--- config.mk ---
export PLATFORM = sky130hd
export DESIGN_NAME = serial_subtractor
export DESIGN_NICKNAME = d
export VERILOG_FILES = /design/src/rtl/serial_subtractor.sv
export SDC_FILE = /design/constraint.sdc
export NUM_CORES = 1
export LEC_CHECK = 0
export ABC_AREA = 1
export BUFFER_PORTS_ARGS = -buffer_cell sky130_fd_sc_hd__buf_2
export CORE_UTILIZATION = 39
export CTS_BUF_LIST = sky130_fd_sc_hd__clkbuf_16
export DETAILED_ROUTE_END_ITERATION = 8
export GPL_ROUTABILITY_DRIVEN = 1
export PLACE_DENSITY_LB_ADDON = 0.12
export SLEW_MARGIN = 10
export SYNTH_ARGS = -nofsm -noshare
export SYNTH_HDL_FRONTEND = slang
export SYNTH_SLANG_ARGS = --single-unit
export TNS_END_PERCENT = 30
--- constraint.sdc ---
create_clock -name clk -period 1.77 [get_ports clk]
set_clock_uncertainty 0.15 [all_clocks]
set_input_delay 0.2655 -clock clk [delete_from_list [all_inputs] [get_ports clk]]
set_output_delay 0.2655 -clock clk [all_outputs]
set_load 0.005 [all_outputs]
--- src/rtl/serial_subtractor.sv ---
// serial_subtractor: bit-serial recovery of an adder operand, a = sum - b.
// One bit per clock, LSB first, with valid/ready handshakes on both sides.
//
// Ports:
//   clk        system clock, rising edge
//   rst_n      asynchronous active-low reset
//   in_valid   sum/b present
//   in_ready   block can accept a new operation (registered state is idle)
//   sum        minuend, WIDTH+1 bits (adder result)
//   b          subtrahend, WIDTH bits (known operand)
//   out_valid  result present
//   out_ready  consumer accepts the result
//   diff       low WIDTH bits of (sum - b) mod 2^(WIDTH+1)
//   borrow     1 when sum < b
//   overflow   1 when sum - b >= 2^WIDTH
module serial_subtractor #(
  parameter int unsigned WIDTH = 4
) (
  input  logic             clk,
  input  logic             rst_n,
  input  logic             in_valid,
  output logic             in_ready,
  input  logic [WIDTH:0]   sum,
  input  logic [WIDTH-1:0] b,
  output logic             out_valid,
  input  logic             out_ready,
  output logic [WIDTH-1:0] diff,
  output logic             borrow,
  output logic             overflow
);

  // Counter must reach WIDTH (the index of the last bit).
  localparam int unsigned CntW = $clog2(WIDTH + 1);

  typedef enum logic [1:0] {StIdle, StRun, StDone} state_e;

  state_e           state_q, state_d;
  logic [CntW-1:0]  cnt_q, cnt_d;
  logic [WIDTH:0]   s_q, s_d;
  logic [WIDTH:0]   b_q, b_d;
  logic [WIDTH-1:0] res_q, res_d;
  logic             br_q, br_d;
  logic [WIDTH-1:0] diff_q, diff_d;
  logic             borrow_q, borrow_d;
  logic             overflow_q, overflow_d;

  logic s_bit, b_bit, d_bit, br_next, last_bit;

  always_comb begin
    s_bit    = s_q[0];
    b_bit    = b_q[0];
    d_bit    = s_bit ^ b_bit ^ br_q;
    br_next  = (~s_bit & b_bit) | (~(s_bit ^ b_bit) & br_q);
    last_bit = (cnt_q == CntW'(WIDTH));
  end

  always_comb begin
    state_d    = state_q;
    cnt_d      = cnt_q;
    s_d        = s_q;
    b_d        = b_q;
    res_d      = res_q;
    br_d       = br_q;
    diff_d     = diff_q;
    borrow_d   = borrow_q;
    overflow_d = overflow_q;

    unique case (state_q)
      StIdle: begin
        if (in_valid) begin
          s_d     = sum;
          b_d     = {1'b0, b};
          br_d    = 1'b0;
          cnt_d   = '0;
          state_d = StRun;
        end
      end
      StRun: begin
        s_d   = s_q >> 1;
        b_d   = b_q >> 1;
        br_d  = br_next;
        cnt_d = cnt_q + CntW'(1);
        if (last_bit) begin
          // Bit WIDTH is not stored; it only feeds the overflow flag.
          diff_d     = res_q;
          borrow_d   = br_next;
          overflow_d = d_bit & ~br_next;
          state_d    = StDone;
        end else begin
          res_d = (res_q >> 1) | (WIDTH'(d_bit) << (WIDTH - 1));
        end
      end
      StDone: begin
        if (out_ready) begin
          state_d = StIdle;
        end
      end
      default: state_d = StIdle;
    endcase
  end

  always_ff @(posedge clk or negedge rst_n) begin
    if (!rst_n) begin
      state_q    <= StIdle;
      cnt_q      <= '0;
      s_q        <= '0;
      b_q        <= '0;
      res_q      <= '0;
      br_q       <= 1'b0;
      diff_q     <= '0;
      borrow_q   <= 1'b0;
      overflow_q <= 1'b0;
    end else begin
      state_q    <= state_d;
      cnt_q      <= cnt_d;
      s_q        <= s_d;
      b_q        <= b_d;
      res_q      <= res_d;
      br_q       <= br_d;
      diff_q     <= diff_d;
      borrow_q   <= borrow_d;
      overflow_q <= overflow_d;
    end
  end

  assign in_ready  = (state_q == StIdle);
  assign out_valid = (state_q == StDone);
  assign diff      = diff_q;
  assign borrow    = borrow_q;
  assign overflow  = overflow_q;

endmodule

---- Yosys cells after proc, flatten, opt, wreduce, memory -nomap -nowiden ----
Index checks and enable logic that the tools add are counted.
storage, ports and cells
  word-level logic and storage cells ...... 45
  output and inout bits ................... 8
  flip-flop bits (word level) ............. 26
  bits of input ports ..................... 13
cells by class
  bitwise logic cells ..................... 11
  $add $sub $neg .......................... 1
  multiplexer cells ....................... 12
  equality and inequality tests ........... 6
  reductions and logical operators ........ 6
operator list
  cell                 count
  $pmux 5 s2           2
  $mux 5               2
  $mux 2               3
  $pmux 2 s3           1
  $pmux 3 s2           1
  $reduce_and 2->1     3
  $ne 2x2->1 const B   2
  $not 1->1            4
  $or 3x4->4           1
  $add 3x1->3 const B  1
  $and 1x1->1          3
  $eq 3x3->1 const B   1
  $mux 3               1
  $reduce_and 3->1     1
  $eq 2x1->1 const B   1
  $eq 2x2->1 const B   1
  $logic_not 2->1      1
  $ne 2x1->1 const B   1
  $pmux 1 s2           1
  $reduce_bool 2->1    1
  $xor 1x1->1          2
  $mux 1               1
  $or 1x1->1           1

---- Longest topological paths before layout ----
Gate-level depths: netlist of the first run.
  depth after elaboration ................. 6
  gate-level depth with buffers ........... 8
  gate-level depth less buffers ........... 7

---- Worst setup path before layout of the first run ----
Ideal clock, no wire load.
  kind .................................... reg-to-reg
  start point ............................. reg s_q[0]
  end point ............................... reg overflow_q, in the netlist overflow
  setup slack ............................. 0.445 ns
  required time ........................... 1.546 ns
  arrival ................................. 1.101 ns
  stages on the path, launching flop included .. 4
  period minus slack after synthesis ...... 1.325 ns
  path buffers ............................ 0
  library setup time ...................... 0.074 ns
  cell sequence ........................... dfrtp_1 -> fa_1 -> nand2_1 -> o21ai_2
between the ends
  elaborated cells between the ends (all ways) .. 9
  classes of those cells .................. bitwise: 9
RTL lines
  item                       line  source
  from (decl)                39    logic [WIDTH:0] s_q, s_d;
  from (signal assigned)     106   s_q <= '0;
  from (signal assigned)     116   s_q <= s_d;
  $xor 1x1->1 (2 in series)  52    d_bit = s_bit ^ b_bit ^ br_q;
  named net d_bit            47    logic s_bit, b_bit, d_bit, br_next, last_bit;
  $and 1x1->1                87    overflow_d = d_bit & ~br_next;
  to (signal assigned)       122   overflow_q <= overflow_d;
  to (decl)                  45    logic overflow_q, overflow_d;
The timed path passes the listed nets, and every way through them passes these cells.
A chain may end at the register's enable or synchronous reset.

---- Final worst setup path of the first run ----
  start point ............................. reg state_q[1]
  end point ............................... out in_ready
between the ends
  word-level cells in the longest chain between the ends .. 1
RTL lines
  item                    line  source
  from (decl)             37    state_e state_q, state_d;
  from (signal assigned)  104   state_q <= StIdle;
  from (signal assigned)  114   state_q <= state_d;
  $logic_not 2->1         126   assign in_ready = (state_q == StIdle);
  to (decl)               22    output logic in_ready,
No other way between the ends.

==> results of run 1 <==
==> logic make-up (layout without fill, tap and decap cells) <==
| family | count (synthesis) | count (layout) | synth area share [%] |
|---|---|---|---|
| simple gates | 73 | 73 | 26.02 |
| buf+inv | 29 | 53 | 10.03 |
| fa+ha+maj | 3 | 3 | 3.761 |
| compound gates | 14 | 14 | 7.941 |
| flops | 25 | 25 | 52.25 |
==> per-stage QoR <==
step                      setup WS, ns  hold WS, ns  instance area [µm²]
after floorplan                 0.4448      -0.1801                 1197
after global placement          0.3668       0.1417                 1325
after detailed placement        0.3318       0.1492                 1325
after CTS                       0.1959      0.04769                 1414
after global routing            0.1012      0.06179                 1414
final                           0.2043      0.04979                 1414
==> routing by layer <==
metal  wire length, µm  up-vias  part of all wire [%]  track usage, %
met5                 0        -                     0               0
li1                  -      482                     -               -
met2              1002       14                    47           25.91
met3                56        2                   2.6           4.308
met4                20        0                  0.93           5.575
met1              1066      413                    50           18.37
==> worst reg2reg max path: cells and delay by family, from the launching register on <==
kind | cells | cell delay, ns
flops | 1 | 0.37
simple gates | 2 | 0.33
fa+ha+maj | 1 | 0.19
buf+inv | 2 | 0.14
compound gates | 1 | 0.12
==> path summary, 6_finish.rpt <==
| path | endpoint | slack (ns) | depth (start not counted) |
|---|---|---|---|
| max reg2reg | state_q[1] | 0.34 | 6 |
| min reg2reg | borrow | 0.32 | 2 |
| min | state_q[1] | 0.05 | 2 |
| max in group asynchronous | borrow | 0.72 | 2 |
| max | in_ready | 0.20 | 4 |
| min in group asynchronous | diff[1] | 0.38 | 2 |
==> state kept, by name, indices dropped and copies added (netlist names) <==
register / cells
s_q: 5
cnt_q: 3
b_q: 4
overflow: 1
borrow: 1
state_q: 2
br_q: 1
res_q: 4
diff: 4
==> cell usage after synthesis <==
cell      n  area share, %
buf_4     1           0.63
o31ai_1   1           0.63
fa_1      1            1.7
o21ai_2   6            4.4
inv_1    26            8.2
inv_2     1           0.31
nor2_4    1           0.94
nor2_1    1           0.31
o21ai_0   7            2.9
nand2_2   3            1.6
ha_1      2            2.1
nand2_1  55             17
buf_6     1           0.94
nand2_4   1           0.94
dfrtp_1  25             52
nand3_1  12            5.0
==> power breakdown <==
group	internal (W)	leakage, nW	switching [W]
registers	0.000831	0.315	0.000152
logic	0.000392	0.456	0.000638
clock network	0.000302	0.0423	0.000185
total	0.00152	0.813	0.000975
==> final cells by class <==
cell class / instances / area, µm² / share of cell area [%]
multi-input cells: 90 / 451.7 / 31.95
clock inverters: 1 / 3.754 / 0.2655
well taps: 31 / 38.79 / 2.743
inverters: 27 / 101.3 / 7.168
clock buffers: 3 / 75.07 / 5.310
repair buffers: 22 / 117.6 / 8.319
flip-flops and latches: 25 / 625.6 / 44.25
==> repair_timing <==
item	CTS	global route
gates resized for setup	0	0
hold buffers	1	0
endpoints found under the hold margin	25	0
==> results.sh, run 1 <==
export IMPL_core_um2=2829
export IMPL_cts_tree="done"
export IMPL_netlist_cell_type_count=16
export IMPL_wl_mm=2.145
export IMPL_cpMostUsedCell="inv_1"
export IMPL_path_class="flop to output pin"
export IMPL_worst_setup_path_start_kind="flop"
export IMPL_cpMaxStageDelayCell="dfrtp_1"
export IMPL_grt_setup_unrepaired="false"
export IMPL_violations="DRC"
export IMPL_grt_max_degree=26
export IMPL_worstMarginPinSlew_ns=0.5599
export IMPL_finalHoldViolCount=0
export IMPL_yosysSeqAreaShare_pct=52.25
export IMPL_syn_avg_cell_area_um2=8.315
export IMPL_dp_hpwl_mm=1.557
export IMPL_final_cell_mix="nand2_1, inv_1, dfrtp_1"
export IMPL_place_congestion=0.6968
export IMPL_synthCells=144
export IMPL_ios=21
export IMPL_num_rows=19
export IMPL_path_clk_slew_ns=0.06
export IMPL_port_buffers=20
export IMPL_drive_gt1_share_pct=21.43
export IMPL_crit_buf_inv=3
export IMPL_cp_max_fo=6
export IMPL_die_w_um=57.41
export IMPL_synth_area_um2=1197
export IMPL_min_delay_start="out_ready"
export IMPL_cts_setup_buffers=0
export IMPL_timing_final_crit_share_pct=88.46
export IMPL_path_delay_family="buffers and inverters"
export IMPL_globalRouteOverflowTotal=0
export IMPL_ys_warn_count=0
export IMPL_die_h_um=57.41
export IMPL_worstSkewPairLatency_ns=0.25
export IMPL_power_density_nw_per_um2=1768
export IMPL_fillCellCount=272
export IMPL_first_pass_iters=5
export IMPL_crit_chain="inv_1, nand2_1, inv_1, buf_2"
export IMPL_post_route_util_pct=49.98
export IMPL_max_cap_violations=0
export IMPL_power_leakage_nw=0.8131
export IMPL_max_freq_ghz=0.6387
export IMPL_critPathArrivalTime_ns=1.15
export IMPL_ant_nets=0
export IMPL_irDropWorstVdd_mv=0.7855
export IMPL_clock_root_buffer="clkbuf_16"
export IMPL_cts_buffer_depth=2
export IMPL_clock_sinks=25
export IMPL_via_count=911
export IMPL_reg2reg_from="cnt_q[0]"
export IMPL_cts_max_level=1
export IMPL_critPathMaxStageDelay_ns=0.41
export IMPL_final_common_cell="nand2_1"
export IMPL_cts_buffers=3
export IMPL_cp_startpoint="state_q[1]"
export IMPL_hp_class="input port to flop"
export IMPL_antenna_cells=0
export IMPL_die_area_um2=3296
export IMPL_status="finished with violations"
export IMPL_grt_pass1_vias=873
export IMPL_wire_per_inst_um=10.78
export IMPL_drt_iter0_markers=25
export IMPL_timing_final_crit_period_ns=1.566
export IMPL_required_ns=1.35
export IMPL_drt_vias_per_instance=4.578
export IMPL_synth_net_count=160
export IMPL_total_power_w=0.002500
export IMPL_dpl_cell_count=194
export IMPL_finalNonFillerCells=199
export IMPL_fin_tns_setup_ns=0
export IMPL_synthToLayoutAreaGrowth_pct=18.08
export IMPL_track_usage_pct=15.25
export IMPL_cp_end_kind="output pin"
export IMPL_drc=1
export IMPL_antenna_found_initial=0
export IMPL_grt_pass1_wl_mm=3.815
export IMPL_start_util_pct=42.33
export IMPL_fin_nets=185
export IMPL_slew_headroom_pct=62.67
export IMPL_drv_slew=0
export IMPL_setup_violations=0
export IMPL_synth_seq_cells=25
No activity file was read; power rests on OpenSTA's default activity.
==> inputs of run 2 (changes only) <==
- CELL_PAD_IN_SITES_DETAIL_PLACEMENT: not set -> 1
- CELL_PAD_IN_SITES_GLOBAL_PLACEMENT: not set -> 1
==> results.sh, run 2 (synthesis results as in run 1) <==
export IMPL_status="complete, no violations"
export IMPL_max_freq_ghz=0.6347
export IMPL_grt_pass1_wl_mm=4.457
export IMPL_required_ns=1.35
export IMPL_cts_resized_gates=0
export IMPL_fin_nets=185
export IMPL_critPathMaxStageDelay_ns=0.41
export IMPL_largest_reg_flops=5
export IMPL_antenna_found_initial=0
export IMPL_irDropWorstVdd_mv=0.6477
export IMPL_drt_vias_per_instance=4.839
export IMPL_cts_max_level=1
export IMPL_clock_sinks=25
export IMPL_wire_per_inst_um=12.48
export IMPL_dpl_cell_count=194
export IMPL_path_delay_family="buffers and inverters"
export IMPL_power_leakage_nw=0.8117
export IMPL_critPathArrivalTime_ns=1.16
export IMPL_cts_buffer_depth=2
export IMPL_reg2regPathDepth=7
export IMPL_grt_pass1_vias=986
export IMPL_wl_mm=2.484
export IMPL_die_w_um=57.41
export IMPL_num_rows=19
export IMPL_drc=0
export IMPL_setup_violations=0
export IMPL_layout_setup_ws_ns=0.1944
export IMPL_synthToLayoutAreaGrowth_pct=18.18
export IMPL_antenna_cells=0
export IMPL_start_util_pct=42.33
export IMPL_port_buffers=20
export IMPL_globalRouteOverflowTotal=0
export IMPL_top_register="s_q"
export IMPL_fin_tns_setup_ns=0
export IMPL_cts_buffers=3
export IMPL_grt_setup_unrepaired="false"
export IMPL_die_area_um2=3296
export IMPL_ant_nets=0
export IMPL_clock_root_buffer="clkbuf_16"
export IMPL_cp_depth=4
export IMPL_timing_final_crit_period_ns=1.576
export IMPL_post_route_util_pct=50.02
export IMPL_path_clk_slew_ns=0.06
export IMPL_cp_max_fo=6
export IMPL_worstSkewPairLatency_ns=0.26
export IMPL_hp_class="input port to flop"
export IMPL_track_usage_pct=17.68
export IMPL_core_um2=2829
export IMPL_cpMostUsedCell="inv_1"
export IMPL_place_congestion=0.6796
export IMPL_via_count=963
export IMPL_r2r_slack_ns=0.27
export IMPL_final_common_cell="nand2_1"
export IMPL_final_cell_mix="nand2_1, inv_1, dfrtp_1"
export IMPL_worstMarginPinSlew_ns=0.5528
export IMPL_grt_max_degree=26
export IMPL_max_cap_violations=0
export IMPL_drt_iter0_markers=39
export IMPL_drive_gt1_share_pct=22.02
export IMPL_timing_final_crit_share_pct=89.01
export IMPL_worst_setup_path_start_kind="flop"
export IMPL_dp_hpwl_mm=1.812
export IMPL_cts_tree="done"
export IMPL_holdPathStages=2
export IMPL_cpMaxStageDelayCell="dfrtp_1"
export IMPL_place_ws_ns=0.2839
export IMPL_slew_headroom_pct=63.15
export IMPL_finalHoldViolCount=0
export IMPL_ios=21
export IMPL_crit_chain="inv_1, nand2_1, inv_1, buf_2"
export IMPL_power_density_nw_per_um2=1813
export IMPL_cp_end_kind="output pin"
export IMPL_drv_slew=0
export IMPL_path_class="flop to output pin"
export IMPL_first_pass_iters=4
export IMPL_die_h_um=57.41
export IMPL_crit_buf_inv=3
export IMPL_finalNonFillerCells=199
==> run 2: cell types whose count changed in the layout (fill, tap and decap cells not counted) <==
cell	delta
clkinv_2	+1
inv_1	-1
==> run 2: path summary, 6_finish.rpt <==
kind / endpoint / from
setup / recovery: in_ready / state_q[1]
hold / removal: state_q[1] / out_ready
setup reg to reg: overflow / cnt_q[1]
hold reg to reg: diff[0] / diff[0]
max in group asynchronous: s_q[4] / rst_n
min in group asynchronous: res_q[2] / rst_n
==> run 2: cell type report <==
cell class,instances,area [µm²]
Inverter,27,101.3
Multi-Input combinational cell,90,451.7
Clock inverter,1,5.005
Clock buffer,3,75.07
Sequential cell,25,625.6
Timing Repair Buffer,22,117.6
Tap cell,31,38.79
Fill cell,365,1414
==> run 2: power breakdown <==
part | internal [W] | total [W] | switching, W
clock network | 0.000305 | 0.000507 | 0.000202
registers | 0.000830 | 0.000984 | 0.000153
logic | 0.000396 | 0.00107 | 0.000679
==> run 2: timing repair <==
item / CTS / global route
hold buffers: 1 / 0
endpoints found under the setup margin: 0 / 0
endpoints found under the hold margin: 25 / 0
setup buffers: 0 / 0
==> run 2: metal layers <==
layer | wire [µm] | track usage [%]
met3 | 60 | 2.041
met5 | 0 | 0
met1 | 1076 | 20.93
met2 | 1306 | 32.72
met4 | 40 | 6.272
==> run 2: through the flow <==
step                      total power [W]  hold slack, ns  area [µm²]
after detailed placement         0.002089          0.1432        1325
final                            0.002565         0.04153        1415
after floorplan                  0.001759         -0.1801        1197
after global routing             0.002817         0.03934        1415
after global placement           0.002005          0.1462        1325
after CTS                        0.002624         0.03688        1415
